--- config.mk ---
export PLATFORM = sky130hd
export DESIGN_NAME = mul8_dot_acc
export DESIGN_NICKNAME = d
export VERILOG_FILES = /design/src/rtl/mul8_dot_acc.sv
export SDC_FILE = /design/constraint.sdc
export NUM_CORES = 1
export LEC_CHECK = 0
export CAP_MARGIN = 5
export CORE_UTILIZATION = 55
export DETAILED_ROUTE_END_ITERATION = 8
export PLACE_DENSITY = 0.81
export SETUP_SLACK_MARGIN = 0.4
export SLEW_MARGIN = 30
export SYNTH_ARGS = -nofsm -noshare
export SYNTH_HDL_FRONTEND = slang
export SYNTH_SLANG_ARGS = --single-unit
--- constraint.sdc ---
create_clock -name CLK -period 2.7 [get_ports CLK]
set_clock_uncertainty 0.15 [all_clocks]
set_input_delay 0.405 -clock CLK [delete_from_list [all_inputs] [get_ports CLK]]
set_output_delay 0.405 -clock CLK [all_outputs]
set_load 0.01 [all_outputs]
--- src/rtl/mul8_dot_acc.sv ---
// mul8_dot_acc: sums 16-bit unsigned products from a mul8 multiplier into a
// dot-product result, framed by P_LAST, returned on a valid/ready stream.
//
// Optional feature macro: SATURATE_EN
//   defined   -> the accumulator clamps to all-ones on overflow
//   undefined -> the accumulator wraps modulo 2^ACC_W
// S_OVF reports the overflow in both builds.
//
// state | meaning
// IDLE  | no terms accepted yet; acc/cnt/ovf are zero
// ACC   | at least one term accepted, waiting for the P_LAST beat
// DONE  | result presented on S/S_CNT/S_OVF, waiting for S_READY

module mul8_dot_acc #(
  parameter int ACC_W = 24,
  parameter int CNT_W = 9
) (
  input  logic             CLK,
  input  logic             RST_N,
  input  logic [15:0]      P,
  input  logic             P_VALID,
  input  logic             P_LAST,
  output logic             P_READY,
  output logic [ACC_W-1:0] S,
  output logic [CNT_W-1:0] S_CNT,
  output logic             S_OVF,
  output logic             S_VALID,
  input  logic             S_READY
);

  typedef enum logic [1:0] {
    IDLE = 2'd0,
    ACC  = 2'd1,
    DONE = 2'd2
  } state_t;

  localparam logic [CNT_W-1:0] CNT_ONE = CNT_W'(1);

  state_t           state;
  logic [ACC_W-1:0] acc;
  logic [CNT_W-1:0] cnt;
  logic             ovf;

  logic [ACC_W:0]   sum;
  logic [ACC_W-1:0] acc_nxt;
  logic [CNT_W-1:0] cnt_nxt;
  logic             ovf_nxt;

  // Ready is a pure decode of the registered state, so S_READY never reaches it.
  assign P_READY = (state != DONE);

  // Next accumulator values for an accepted beat; the extra sum bit is the carry.
  always_comb begin
    sum     = {1'b0, acc} + {{(ACC_W + 1 - 16){1'b0}}, P};
    ovf_nxt = ovf | sum[ACC_W];
`ifdef SATURATE_EN
    // Once clamped, acc is all-ones and ovf is sticky, so it stays clamped.
    acc_nxt = ovf_nxt ? {ACC_W{1'b1}} : sum[ACC_W-1:0];
`else
    acc_nxt = sum[ACC_W-1:0];
`endif
    cnt_nxt = (&cnt) ? cnt : cnt + CNT_ONE;
  end

  // Framing FSM with the accumulator and the registered result outputs.
  always_ff @(posedge CLK or negedge RST_N) begin
    if (!RST_N) begin
      state   <= IDLE;
      acc     <= '0;
      cnt     <= '0;
      ovf     <= 1'b0;
      S       <= '0;
      S_CNT   <= '0;
      S_OVF   <= 1'b0;
      S_VALID <= 1'b0;
    end else begin
      case (state)
        IDLE, ACC: begin
          if (P_VALID) begin
            acc <= acc_nxt;
            cnt <= cnt_nxt;
            ovf <= ovf_nxt;
            if (P_LAST) begin
              state   <= DONE;
              S       <= acc_nxt;
              S_CNT   <= cnt_nxt;
              S_OVF   <= ovf_nxt;
              S_VALID <= 1'b1;
            end else begin
              state <= ACC;
            end
          end
        end
        DONE: begin
          // Result outputs keep their value after the handshake.
          if (S_READY) begin
            state   <= IDLE;
            acc     <= '0;
            cnt     <= '0;
            ovf     <= 1'b0;
            S_VALID <= 1'b0;
          end
        end
        default: begin
          state <= IDLE;
        end
      endcase
    end
  end

endmodule

**After elaboration in Yosys (flattened, before gate mapping)**

Index checks and enable logic that the tools add are counted.

- Bits in registers: 71
- Latch bits: 0
- Bits in writable memories: 0
- Bits in read-only memories: 0
- Input port bits: 21
- Output and inout port bits: 36
- Logic and storage cells: 42
- Memories kept: 0

- Add/subtract/negate cells: 2
- Multipliers: 0
- Div/mod/pow operators: 0
- Magnitude comparators: 0
- Equal/unequal tests: 6
- Shifts and indexed selects: 0
- Muxes and demuxes: 17
- Bitwise gates (word level): 1
- Reductions and logical operators: 8

Operators with widths:

| operator | count |
|---|---|
| $mux W24 | 2 |
| $pmux W24 S2 | 1 |
| $mux W9 | 3 |
| $add A24 B16 Y25 | 1 |
| $pmux W9 S2 | 1 |
| $add A9 B1 Y9 const B | 1 |
| $reduce_and A9 Y1 | 1 |
| $ne A2 B2 Y1 const B | 4 |
| $mux W2 | 3 |
| $reduce_and A3 Y1 | 2 |
| $mux W1 | 4 |
| $pmux W1 S2 | 2 |
| $pmux W2 S2 | 1 |
| $reduce_and A4 Y1 | 1 |
| $eq A2 B1 Y1 const B | 1 |
| $eq A2 B2 Y1 const B | 1 |
| $logic_not A2 Y1 | 1 |
| $reduce_and A2 Y1 | 1 |
| $reduce_bool A2 Y1 | 1 |
| $reduce_or A2 Y1 | 1 |
| $or A1 B1 Y1 | 1 |

**Logic depth before layout (Yosys ltp)**

Gate-level depths: netlist of the first run.

- Depth after elaboration: 4
- Depth in mapped cells: 10

**Worst setup path after synthesis of the first run**

Ideal clock, no wire load.

- Kind: input to register
- From: in P[0]
- To: reg acc[14]
- Setup time: 135 ps
- Arrival: 2253 ps
- Required time: 2415 ps
- Slack: 161 ps
- Cell stages on the path: 9
- Buffers on the path: 0
- Cell sequence: ha_1 -> fa_1 -> a21o_1 -> a221oi_2 -> o221ai_1 -> a21oi_1 -> o21ai_0 -> xnor2_1 -> o21ai_0

- Word-level cells in the longest chain between the ends: 3

Ends and longest elaborated chain:

| item | line | text |
|---|---|---|
| start, declared | 20 | `input logic [15:0] P,` |
| $add A24 B16 Y25 | 54 | `sum = {1'b0, acc} + {{(ACC_W + 1 - 16){1'b0}}, P};` |
| $mux W24 | 79 | `if (P_VALID) begin` |
| $pmux W24 S2 | 77 | `case (state)` |
| end signal, assigned | 80 | `acc <= acc_nxt;` |
| end, declared | 40 | `logic [ACC_W-1:0] acc;` |

Every way passes these cells. The select of a mux whose other input is x is not followed.
A chain may end at the register's enable or synchronous reset.

**Final worst setup path of the first run**

- From: in P[13]
- To: reg S[20]

- Word-level cells in the longest chain between the ends: 1

Ends and longest elaborated chain:

| item | line | text |
|---|---|---|
| $add A24 B16 Y25 | 54 |  |
| end signal, assigned | 85 | `S <= acc_nxt;` |
| end, declared | 24 | `output logic [ACC_W-1:0] S,` |

Every way passes these cells.

==> results of run 1 <==
[routing by layer]
| metal | global-route usage (%) | wire length (um) | part of all wire (%) | up-vias |
|---|---|---|---|---|
| met4 | 15.00 | 457 | 3.8 | 0 |
| met3 | 4.381 | 729 | 6.1 | 49 |
| li1 | - | - | - | 1723 |
| met5 | 0 | 0 | 0 | - |
| met2 | 52.81 | 6130 | 51 | 213 |
| met1 | 39.45 | 4600 | 39 | 1868 |
[registers in the layout, summed over array words and instances, names as in the netlist]
signal,cells
S,24
S_CNT,9
S_OVF,1
S_VALID,1
acc,24
cnt,9
ovf,1
state,2
[Yosys cell counts, drive strengths merged (10+ instances only)]
master and n:
dfrtp 71, nand2 68, o21ai 61, nor2 30
a21oi 27, nand3 18, ha 17, buf 14
clkbuf 12, xnor2 12, xor2 12, a21o 10
[critical path: stages]
cell and delay [ns]:
sky130_fd_sc_hd__clkdlybuf4s50_1 0.40, sky130_fd_sc_hd__ha_1 0.34, sky130_fd_sc_hd__a21o_1 0.23, sky130_fd_sc_hd__a21o_1 0.20, sky130_fd_sc_hd__a221o_1 0.40, sky130_fd_sc_hd__a31oi_4 0.20, sky130_fd_sc_hd__buf_6 0.17, sky130_fd_sc_hd__nor3_4 0.05
sky130_fd_sc_hd__xnor2_1 0.21, sky130_fd_sc_hd__o21ai_1 0.10
[worst max path at each step]
stage	startpoint	to	slack, ns	depth (start not counted)
2_1_floorplan	acc[0]	S[22]	0.20	10
3_3_place_gp	P[0]	S[20]	-0.38	12
3_5_place_dp	P[0]	S[20]	-0.45	12
4_1_cts	acc[0]	S[20]	0.14	11
5_1_grt	P[11]	S[20]	-0.03	10
6_report	P[13]	S[20]	0.05	10
[timing repair]
action	4_1_cts	5_1_grt
gates resized for setup	50	46
pin swaps	29	20
endpoints found under the setup margin	39	38
setup buffers	14	1
hold endpoints to repair	24	0
hold buffers	1	0
cloned	1	0
[cells by family after synthesis]
| logic type | share of synthesized area (%) |
|---|---|
| buffers and inverters | 3.402 |
| and+or+nand+nor | 17.04 |
| AOI/OAI and AO/OA | 21.75 |
| xor gates and xnor gates | 5.342 |
| DFF | 45.15 |
| adders and majority gates | 5.914 |
| muxes | 1.399 |
[power breakdown]
group / internal, uW / total [uW] / leakage, uW / switching, uW
registers: 1410 / 1720 / 0.000915 / 316
clock network: 427 / 880 / 0.0000916 / 453
logic: 1790 / 3540 / 0.00142 / 1760
[layout make-up]
| type | instances | area [sq um] |
|---|---|---|
| clock buffer | 9 | 123.9 |
| clock inverter | 7 | 71.32 |
| fill | 372 | 1266 |
| inverter | 4 | 15.01 |
| multi-input combinational | 326 | 2436 |
| sequential | 71 | 1777 |
| tap | 96 | 120.1 |
| timing repair buffer | 117 | 1060 |
[stage by stage]
stage,area (sq um),worst slack (ns),total power (uW)
floorplan,3990,0.1993,3175
global placement,4892,-0.3757,4202
detailed placement,4895,-0.4546,4321
CTS,5386,0.1439,5629
global route,5603,-0.02936,6434
finish,5603,0.05273,6144
==> impl_metrics.yaml, run 1 <==
sta:
  layout_worst_path_cycle_share_pct: 98.05
  finalCriticalPeriod_ns: 2.647
  rsz0062_at_grt: "yes"
  final_max_slew_viol_count: 0
  fin_hold_ws_ns: 0.3362
  final.setup.tns_ns: 0
  fmax_ghz: 0.3777
  finalSetupViolCount: 0
  relSlewSlack_pct: 41.37
  hold_viol: 0
  tightestPinTransition_ns: 0.8784
detailed_routing:
  remaining_drc_errors: 0
  initial_drc_count: 320
  wl_mm: 11.92
  detail_route.wl_per_cell_um: 18.92
  num_vias: 3853
  detail_route.vias_per_cell: 6.116
  dr.pass1.iters: 5
  final_antenna_net_count: 0
setup_path:
  critical_path_peak_fanout: 5
  required_ns: 2.77
  critPathCaptureType: "flip-flop"
  worst_setup_path_start_kind: "input port"
  reg2reg_depth: 11
  crit-reg2reg-capture: "S[20]"
  rr_startpoint: "acc[0]"
  ff2ff_setup_slack_ns: 0.08
  critical_path_arrival_ns: 2.72
  setup_cp_type: "in2reg"
layout:
  antenna_cells_inserted: 0
  drive_gt1_share_pct: 28.09
  flow.area_growth_from_synthesis_pct: 42.38
  layout.cells.most_common: "sky130_fd_sc_hd__dfrtp_1"
  final_core_util_pct: 81.57
  final_cell_count_no_fill: 630
  final_net_count: 568
  layout_common_cells: "sky130_fd_sc_hd__dfrtp_1, sky130_fd_sc_hd__nand2_1, sky130_fd_sc_hd__clkdlybuf4s50_1"
logic_synthesis:
  synth_top_area_share_pct: 45.15
  post_synth_inst_count: 427
  synth_top_flop_cell: "sky130_fd_sc_hd__dfrtp_1"
  synth-warning-count: 0
  ys_types: 52
  yosysSeqAreaShare_pct: 45.15
  yosys-top-cells-area: "sky130_fd_sc_hd__dfrtp_1, sky130_fd_sc_hd__o21ai_0, sky130_fd_sc_hd__nand2_1"
  register_bit_count_reported_by_yosys: 71
  post_synth.cell_area_avg_sq_um: 9.216
  netlist.top_cell.by_area: "sky130_fd_sc_hd__dfrtp_1"
  synth-edff-count: 0
  number_of_nets_produced_by_synthesis: 466
  ys_async_sr_fraction_pct: 100.0
  netlist_area_sq_mm: 0.003935
job:
  max_cap_violations: 0
grt:
  globalRouteTotalUtil_pct: 31.17
  gr-total-overflow: 0
  grt_max_degree: 48
  global_route_wire_length_before_repair_mm: 17.87
  initial_antenna_violation_count: 0
  number_of_global_route_vias_before_repair: 3700
worst_hold_path:
  worstHoldStart: "S_CNT[5]"
  worstHoldEndpoint: "S_CNT[5]"
  min_path_cells: 2
  class_of_the_tightest_hold_or_removal_check: "reg2reg"
die:
  top_level_ports: 57
  start_util_pct: 57.29
  fp.dieW_um: 86.59
  placeableCoreArea_sq_mm: 0.006869
  rows: 30
  die_area_sq_mm: 0.007497
  fp.dieH_um: 86.59
clock_tree:
  cts-root-buf: "sky130_fd_sc_hd__clkbuf_8"
  clock_latency_reported_for_the_late_side_of_the_worst_skew_pair_ns: 0.34
  tritoncts_clock_tree: "built"
  worst_setup_hold_path_clk_slew_ns: 0.08
  cts.sink_count: 71
  ctsLongestPathBuffers: 2
  clock_buffers_created_by_tritoncts: 9
  htree_levels: 3
power_and_ir_drop:
  worst_case_vdd_ir_drop_mv: 0.8014
  powerDensity_mw_per_mm2: 1097
  leakage_uw: 0.002429
run_status:
  outcome: "finished, final reports clean"
placed_design:
  numPortBuffers: 56
  gp_routability_congestion: 0.9170
  post-place-cells: 597
  detailedPlacementHpwl_mm: 7.048
Note: power is estimated with default switching activity, not from simulation.
==> run 2: changes to the inputs <==
--- a/config.mk
+++ b/config.mk
@@ -6,6 +6,7 @@
 export NUM_CORES = 1
 export LEC_CHECK = 0
 export CAP_MARGIN = 5
+export CORE_MARGIN = 4
 export CORE_UTILIZATION = 55
 export DETAILED_ROUTE_END_ITERATION = 8
 export PLACE_DENSITY = 0.81
==> constraint.sdc (replaced) <==
create_clock -name CLK -period 2.96 [get_ports CLK]
set_clock_uncertainty 0.15 [all_clocks]
set_input_delay 0.444 -clock CLK [delete_from_list [all_inputs] [get_ports CLK]]
set_output_delay 0.444 -clock CLK [all_outputs]
set_load 0.01 [all_outputs]
==> run 2 against run 1 <==
- final area shrank 5.6%
- via count is 7.0% lower
- final cell count down 3.2%
- worst setup slack improved by 0.29 ns
- largest power group unchanged
- total power down 15%
- first-iteration DRC count decreased by 17%
==> impl_metrics.yaml, run 2 (same netlist as run 1, synthesis figures left out) <==
grt:
  grt_max_degree: 46
  global_route_wire_length_before_repair_mm: 17.35
  globalRouteTotalUtil_pct: 25.64
  number_of_global_route_vias_before_repair: 3607
  initial_antenna_violation_count: 0
  gr-total-overflow: 0
setup_path:
  critical_path_peak_fanout: 8
  ff2ff_setup_slack_ns: 0.35
  crit-reg2reg-capture: "S[18]"
  rr_startpoint: "acc[0]"
  startpoint: "P[13]"
  critical_path_arrival_ns: 2.70
  worst_setup_path_start_kind: "input port"
  critPathCaptureType: "flip-flop"
  required_ns: 3.04
  setup_cp_type: "in2reg"
  reg2reg_depth: 10
  timing.critical_path.to: "S[18]"
placed_design:
  numPortBuffers: 56
  detailedPlacementHpwl_mm: 6.977
  gp_routability_congestion: 0.8601
  post-place-cells: 583
  placement.cell_area_sq_mm: 0.004735
  dp_slack_ns: -0.3180
sta:
  finalSetupViolCount: 0
  layout_worst_path_cycle_share_pct: 88.34
  finalCriticalPeriod_ns: 2.615
  tightestPinTransition_ns: 0.8365
  fmax_ghz: 0.3824
  fin_hold_ws_ns: 0.3330
  rsz0062_at_grt: "yes"
  final_max_slew_viol_count: 0
  hold_viol: 0
  finalWorstSetupSlack_ns: 0.3450
  relSlewSlack_pct: 44.17
layout:
  final_cell_count_no_fill: 610
  layout_common_cells: "sky130_fd_sc_hd__dfrtp_1, sky130_fd_sc_hd__nand2_1, sky130_fd_sc_hd__clkdlybuf4s50_1"
  antenna_cells_inserted: 0
  flow.area_growth_from_synthesis_pct: 34.44
  layout.cells.most_common: "sky130_fd_sc_hd__dfrtp_1"
  largest_registers: "S: 24 flops, acc: 24 flops"
  final_design_area_no_fill_sq_mm: 0.005290
  final_net_count: 548
  drive_gt1_share_pct: 20.04
clock_tree:
  htree_levels: 3
  clock_buffers_created_by_tritoncts: 9
  cts-root-buf: "sky130_fd_sc_hd__clkbuf_8"
  ctsLongestPathBuffers: 2
  worst_setup_hold_path_clk_slew_ns: 0.08
  cts.sink_count: 71
  tritoncts_clock_tree: "built"
  clock_latency_reported_for_the_late_side_of_the_worst_skew_pair_ns: 0.35
job:
  max_cap_violations: 0
power_and_ir_drop:
  leakage_uw: 0.002315
  powerDensity_mw_per_mm2: 985.9
  report.power.total_uw: 5215
  worst_case_vdd_ir_drop_mv: 0.6293
detailed_routing:
  initial_drc_count: 265
  detail_route.vias_per_cell: 5.875
  remaining_drc_errors: 0
  wl_mm: 10.51
  num_vias: 3584
  dr.pass1.iters: 5
  detail_route.wl_per_cell_um: 17.23
  final_antenna_net_count: 0
die:
  die_area_sq_mm: 0.008572
  fp.dieW_um: 92.59
  rows: 30
  fp.dieH_um: 92.59
  top_level_ports: 57
  placeableCoreArea_sq_mm: 0.006869
  start_util_pct: 57.29
run_status:
  outcome: "finished, final reports clean"
worst_hold_path:
  min_path_cells: 2
  class_of_the_tightest_hold_or_removal_check: "reg2reg"
## run 2: layout make-up
type                       instances  area [sq um]
sequential                        71          1777
inverter                           4         15.01
multi-input combinational        326          2217
fill                             443          1579
timing repair buffer              97         897.1
clock inverter                     4         98.84
clock buffer                      12         165.2
tap                               96         120.1
## run 2: worst max-delay path, cell delays in order
cell	delay (ns)
sky130_fd_sc_hd__clkdlybuf4s50_1	0.41
sky130_fd_sc_hd__ha_1	0.38
sky130_fd_sc_hd__a21o_1	0.23
sky130_fd_sc_hd__a21o_1	0.18
sky130_fd_sc_hd__a221o_1	0.35
sky130_fd_sc_hd__a31oi_1	0.14
sky130_fd_sc_hd__buf_4	0.21
sky130_fd_sc_hd__nor2_2	0.07
sky130_fd_sc_hd__xnor2_1	0.19
sky130_fd_sc_hd__o21ai_1	0.08
## run 2: metrics by stage
stage / TNS (ns) / util (%)
2_1_floorplan: 0 / -
3_3_place_gp: -1.759 / 68.89
3_5_place_dp: -3.699 / 68.93
4_1_cts: 0 / 75.14
5_1_grt: 0 / 77.01
6_report: 0 / 77.01
## run 2: what timing repair did
item,4_1_cts,5_1_grt
endpoints found under the hold margin,24,0
setup endpoints to repair,26,27
hold buffers,1,0
resized for setup,24,31
buffers inserted,8,2
pin swaps,18,22
## run 2: power by group
group / switching [uW] / internal, uW / total [uW] / leakage (uW)
clock network: 383 / 632 / 1020 / 0.000133
logic: 1330 / 1320 / 2650 / 0.00127
registers: 266 / 1280 / 1550 / 0.000915
total: 1980 / 3230 / 5220 / 0.00232
## run 2: worst min-delay path by stage
stage                     startpoint  endpoint  slack, ns
after floorplan                RST_N      S[0]     -0.002
after global placement          S[4]      S[4]       0.31
after detailed placement        S[2]      S[2]       0.32
after CTS                       S[2]      S[2]       0.34
after global routing        S_CNT[0]  S_CNT[0]       0.36
final                       S_CNT[1]  S_CNT[1]       0.33
## run 2: routing by layer
| layer | share of wire (%) | global-route usage (%) | wire length [um] | vias to the layer above |
|---|---|---|---|---|
| met5 | 0 | 0 | 0 | - |
| met4 | 1.9 | 8.911 | 200 | 0 |
| met1 | 42 | 32.43 | 4389 | 1744 |
| met2 | 51 | 43.50 | 5363 | 135 |
| met3 | 5.3 | 5.443 | 559 | 22 |
| li1 | - | - | - | 1683 |
==> run 3: changes to the inputs <==
--- a/config.mk
+++ b/config.mk
@@ -6,12 +6,12 @@
 export NUM_CORES = 1
 export LEC_CHECK = 0
 export CAP_MARGIN = 5
+export CORE_ASPECT_RATIO = 1.5
 export CORE_MARGIN = 4
 export CORE_UTILIZATION = 55
 export DETAILED_ROUTE_END_ITERATION = 8
 export PLACE_DENSITY = 0.81
 export SETUP_SLACK_MARGIN = 0.4
-export SLEW_MARGIN = 30
 export SYNTH_ARGS = -nofsm -noshare
 export SYNTH_HDL_FRONTEND = slang
 export SYNTH_SLANG_ARGS = --single-unit
==> run 3 against run 2 <==
- largest cell class unchanged
- non-clock buffer count up 1
- sequential power about the same
- largest power group unchanged
- final area down 0.95%
==> impl_metrics.yaml, run 3 (same netlist as run 1, synthesis figures left out) <==
placed_design:
  dp_slack_ns: -0.2062
  detailedPlacementHpwl_mm: 6.588
  post-place-cells: 561
  gp_routability_congestion: 0.8840
  numPortBuffers: 56
setup_path:
  critical_path_arrival_ns: 2.70
  critical_path.n_buffers_inverters: 2
  reg2reg_depth: 10
  worst_setup_path_start_kind: "flip-flop"
  critical_path.most_common_cell: "sky130_fd_sc_hd__buf_4"
  setup_cp_type: "reg2reg"
  rr_startpoint: "acc[0]"
  critical_path_peak_fanout: 3
  crit_family: "compound AO/OA/AOI/OAI gates"
  critPathCaptureType: "flip-flop"
  ff2ff_setup_slack_ns: 0.36
  timing.critical_path.cells: "ha_4 -> fa_2 -> a21o_1 -> a221oi_4 -> buf_4 -> o221ai_2 -> a21oi_2 -> buf_4 -> xor2_4 -> o21ai_1"
  delay_of_the_slowest_cell_on_the_worst_path_ns: 0.42
  crit-reg2reg-capture: "S[10]"
  crit_path_top_delay_cell: "sky130_fd_sc_hd__dfrtp_1"
  required_ns: 3.05
detailed_routing:
  detail_route.wl_per_cell_um: 16.77
  initial_drc_count: 194
  detail_route.vias_per_cell: 6.019
  remaining_drc_errors: 0
  final_antenna_net_count: 0
  dr.pass1.iters: 4
  num_vias: 3569
  wl_mm: 9.943
die:
  start_util_pct: 57.05
  fp.dieW_um: 77.07
  fp.dieH_um: 111.6
  die_area_sq_mm: 0.008600
  placeableCoreArea_sq_mm: 0.006898
  top_level_ports: 57
  rows: 37
clock_tree:
  htree_levels: 3
  ctsLongestPathBuffers: 2
  worst_setup_hold_path_clk_slew_ns: 0.07
  tritoncts_clock_tree: "built"
  cts-root-buf: "sky130_fd_sc_hd__clkbuf_8"
  cts.sink_count: 71
  clock_buffers_created_by_tritoncts: 9
  clock_latency_reported_for_the_late_side_of_the_worst_skew_pair_ns: 0.36
layout:
  largest_registers: "S: 24 flops, acc: 24 flops"
  antenna_cells_inserted: 0
  layout_common_cells: "sky130_fd_sc_hd__dfrtp_1, sky130_fd_sc_hd__nand2_1, sky130_fd_sc_hd__clkdlybuf4s50_1"
  number_of_fill_cells_in_the_layout: 470
  flow.area_growth_from_synthesis_pct: 33.16
  drive_gt1_share_pct: 19.81
  seqCellArea_sq_mm: 0.001777
  final_cell_count_no_fill: 593
  final_net_count: 549
  multi_input_comb_area_sq_mm: 0.002247
  layout.cells.most_common: "sky130_fd_sc_hd__dfrtp_1"
sta:
  finalCriticalPeriod_ns: 2.603
  hold_viol: 0
  final_max_slew_viol_count: 0
  rsz0062_at_grt: "yes"
  finalWorstSetupSlack_ns: 0.3566
  layout_worst_path_cycle_share_pct: 87.95
  finalSetupViolCount: 0
  fmax_ghz: 0.3841
  relSlewSlack_pct: 18.04
  tightestPinTransition_ns: 1.225
grt:
  global_route_wire_length_before_repair_mm: 16.08
  grt_max_degree: 38
  number_of_global_route_vias_before_repair: 3585
  gr-total-overflow: 0
  initial_antenna_violation_count: 0
  globalRouteTotalUtil_pct: 23.04
power_and_ir_drop:
  worst_case_vdd_ir_drop_mv: 0.6921
  power_frac_seq_pct: 30.9
  power_frac_comb_pct: 52.6
  power_switching_share_pct: 38.98
  net-switching-power_uw: 1955
  power_frac_clock_pct: 16.5
  leakage_uw: 0.002279
  report.power.total_uw: 5015
  powerDensity_mw_per_mm2: 957.0
  power_report.internal_total_uw: 3060
job:
  max_cap_violations: 0
worst_hold_path:
  min_path_cells: 2
  worstHoldStart: "S_CNT[8]"
  class_of_the_tightest_hold_or_removal_check: "reg2reg"
  worstHoldEndpoint: "S_CNT[8]"
run_status:
  outcome: "finished, final reports clean"
-- run 3: changes by cell type in the layout (fill, tap and decap cells not counted), sizes merged --
cell | before | now
clkbuf | 12 | 14
clkinvlp | 0 | 1
dlygate4sd2 | 4 | 2
dlymetal6s2s | 2 | 1
buf | 41 | 42
bufinv | 3 | 1
clkdlybuf4s50 | 49 | 52
inv | 5 | 4
-- run 3: worst max-delay path by stage --
stage	start	endpoint	slack, ns	cells past startpoint
3_3_place_gp	P[0]	acc[14]	-0.17	10
6_report	acc[0]	S[10]	0.36	10
5_1_grt	acc[0]	S[20]	0.25	10
2_1_floorplan	P[0]	S[18]	0.40	10
3_5_place_dp	P[0]	acc[14]	-0.21	10
4_1_cts	P[3]	acc[21]	0.41	10
-- run 3: worst min-delay path, delay by kind of cell, from the launching register on --
kind / cells / cell delay (ns)
DFF: 1 / 0.35
AOI/OAI and AO/OA: 1 / 0.06
and+or+nand+nor: 1 / 0.04
-- run 3: per-layer routing --
metal | GRT usage, % | up-vias | share of wire, %
met5 | 0 | - | 0
met4 | 10.69 | 0 | 3.4
met3 | 6.392 | 32 | 4.5
met2 | 39.81 | 120 | 52
met1 | 26.28 | 1731 | 40
li1 | - | 1686 | -
-- run 3: cell type report --
class | count | area share [%]
Clock buffer | 14 | 3.295
Clock inverter | 2 | 0.7163
Inverter | 4 | 0.2865
Multi-Input combinational cell | 326 | 42.88
Sequential cell | 71 | 33.91
Tap cell | 78 | 1.862
Timing Repair Buffer | 98 | 17.05
-- run 3: per-stage QoR --
step | util, % | instance area, sq um | TNS (ns) | hold slack, ns
floorplan | - | 3935 | 0 | -0.001591
global placement | 67.84 | 4679 | -1.334 | 0.3105
detailed placement | 67.84 | 4679 | -2.029 | 0.3176
CTS | 72.97 | 5034 | 0 | 0.3340
global route | 75.97 | 5240 | 0 | 0.3587
finish | 75.97 | 5240 | 0 | 0.3308
-- run 3: power groups by stage --
stage | Sequential, uW | Clock (uW) | Combinational (uW)
5_1_grt | 1600 | 872 | 2860
6_report | 1550 | 827 | 2640
2_1_floorplan | 1530 | 0 | 1310
3_3_place_gp | 1520 | 0 | 2120
4_1_cts | 1530 | 836 | 2340
3_5_place_dp | 1530 | 0 | 2170
-- run 3: timing repair --
action / in CTS / in global routing
cloned: 0 / 1
gates resized for setup: 17 / 31
endpoints found under the hold margin: 35 / 0
pin swaps: 14 / 20
setup endpoints to repair: 17 / 23
hold buffers: 1 / 0
setup buffers: 8 / 6
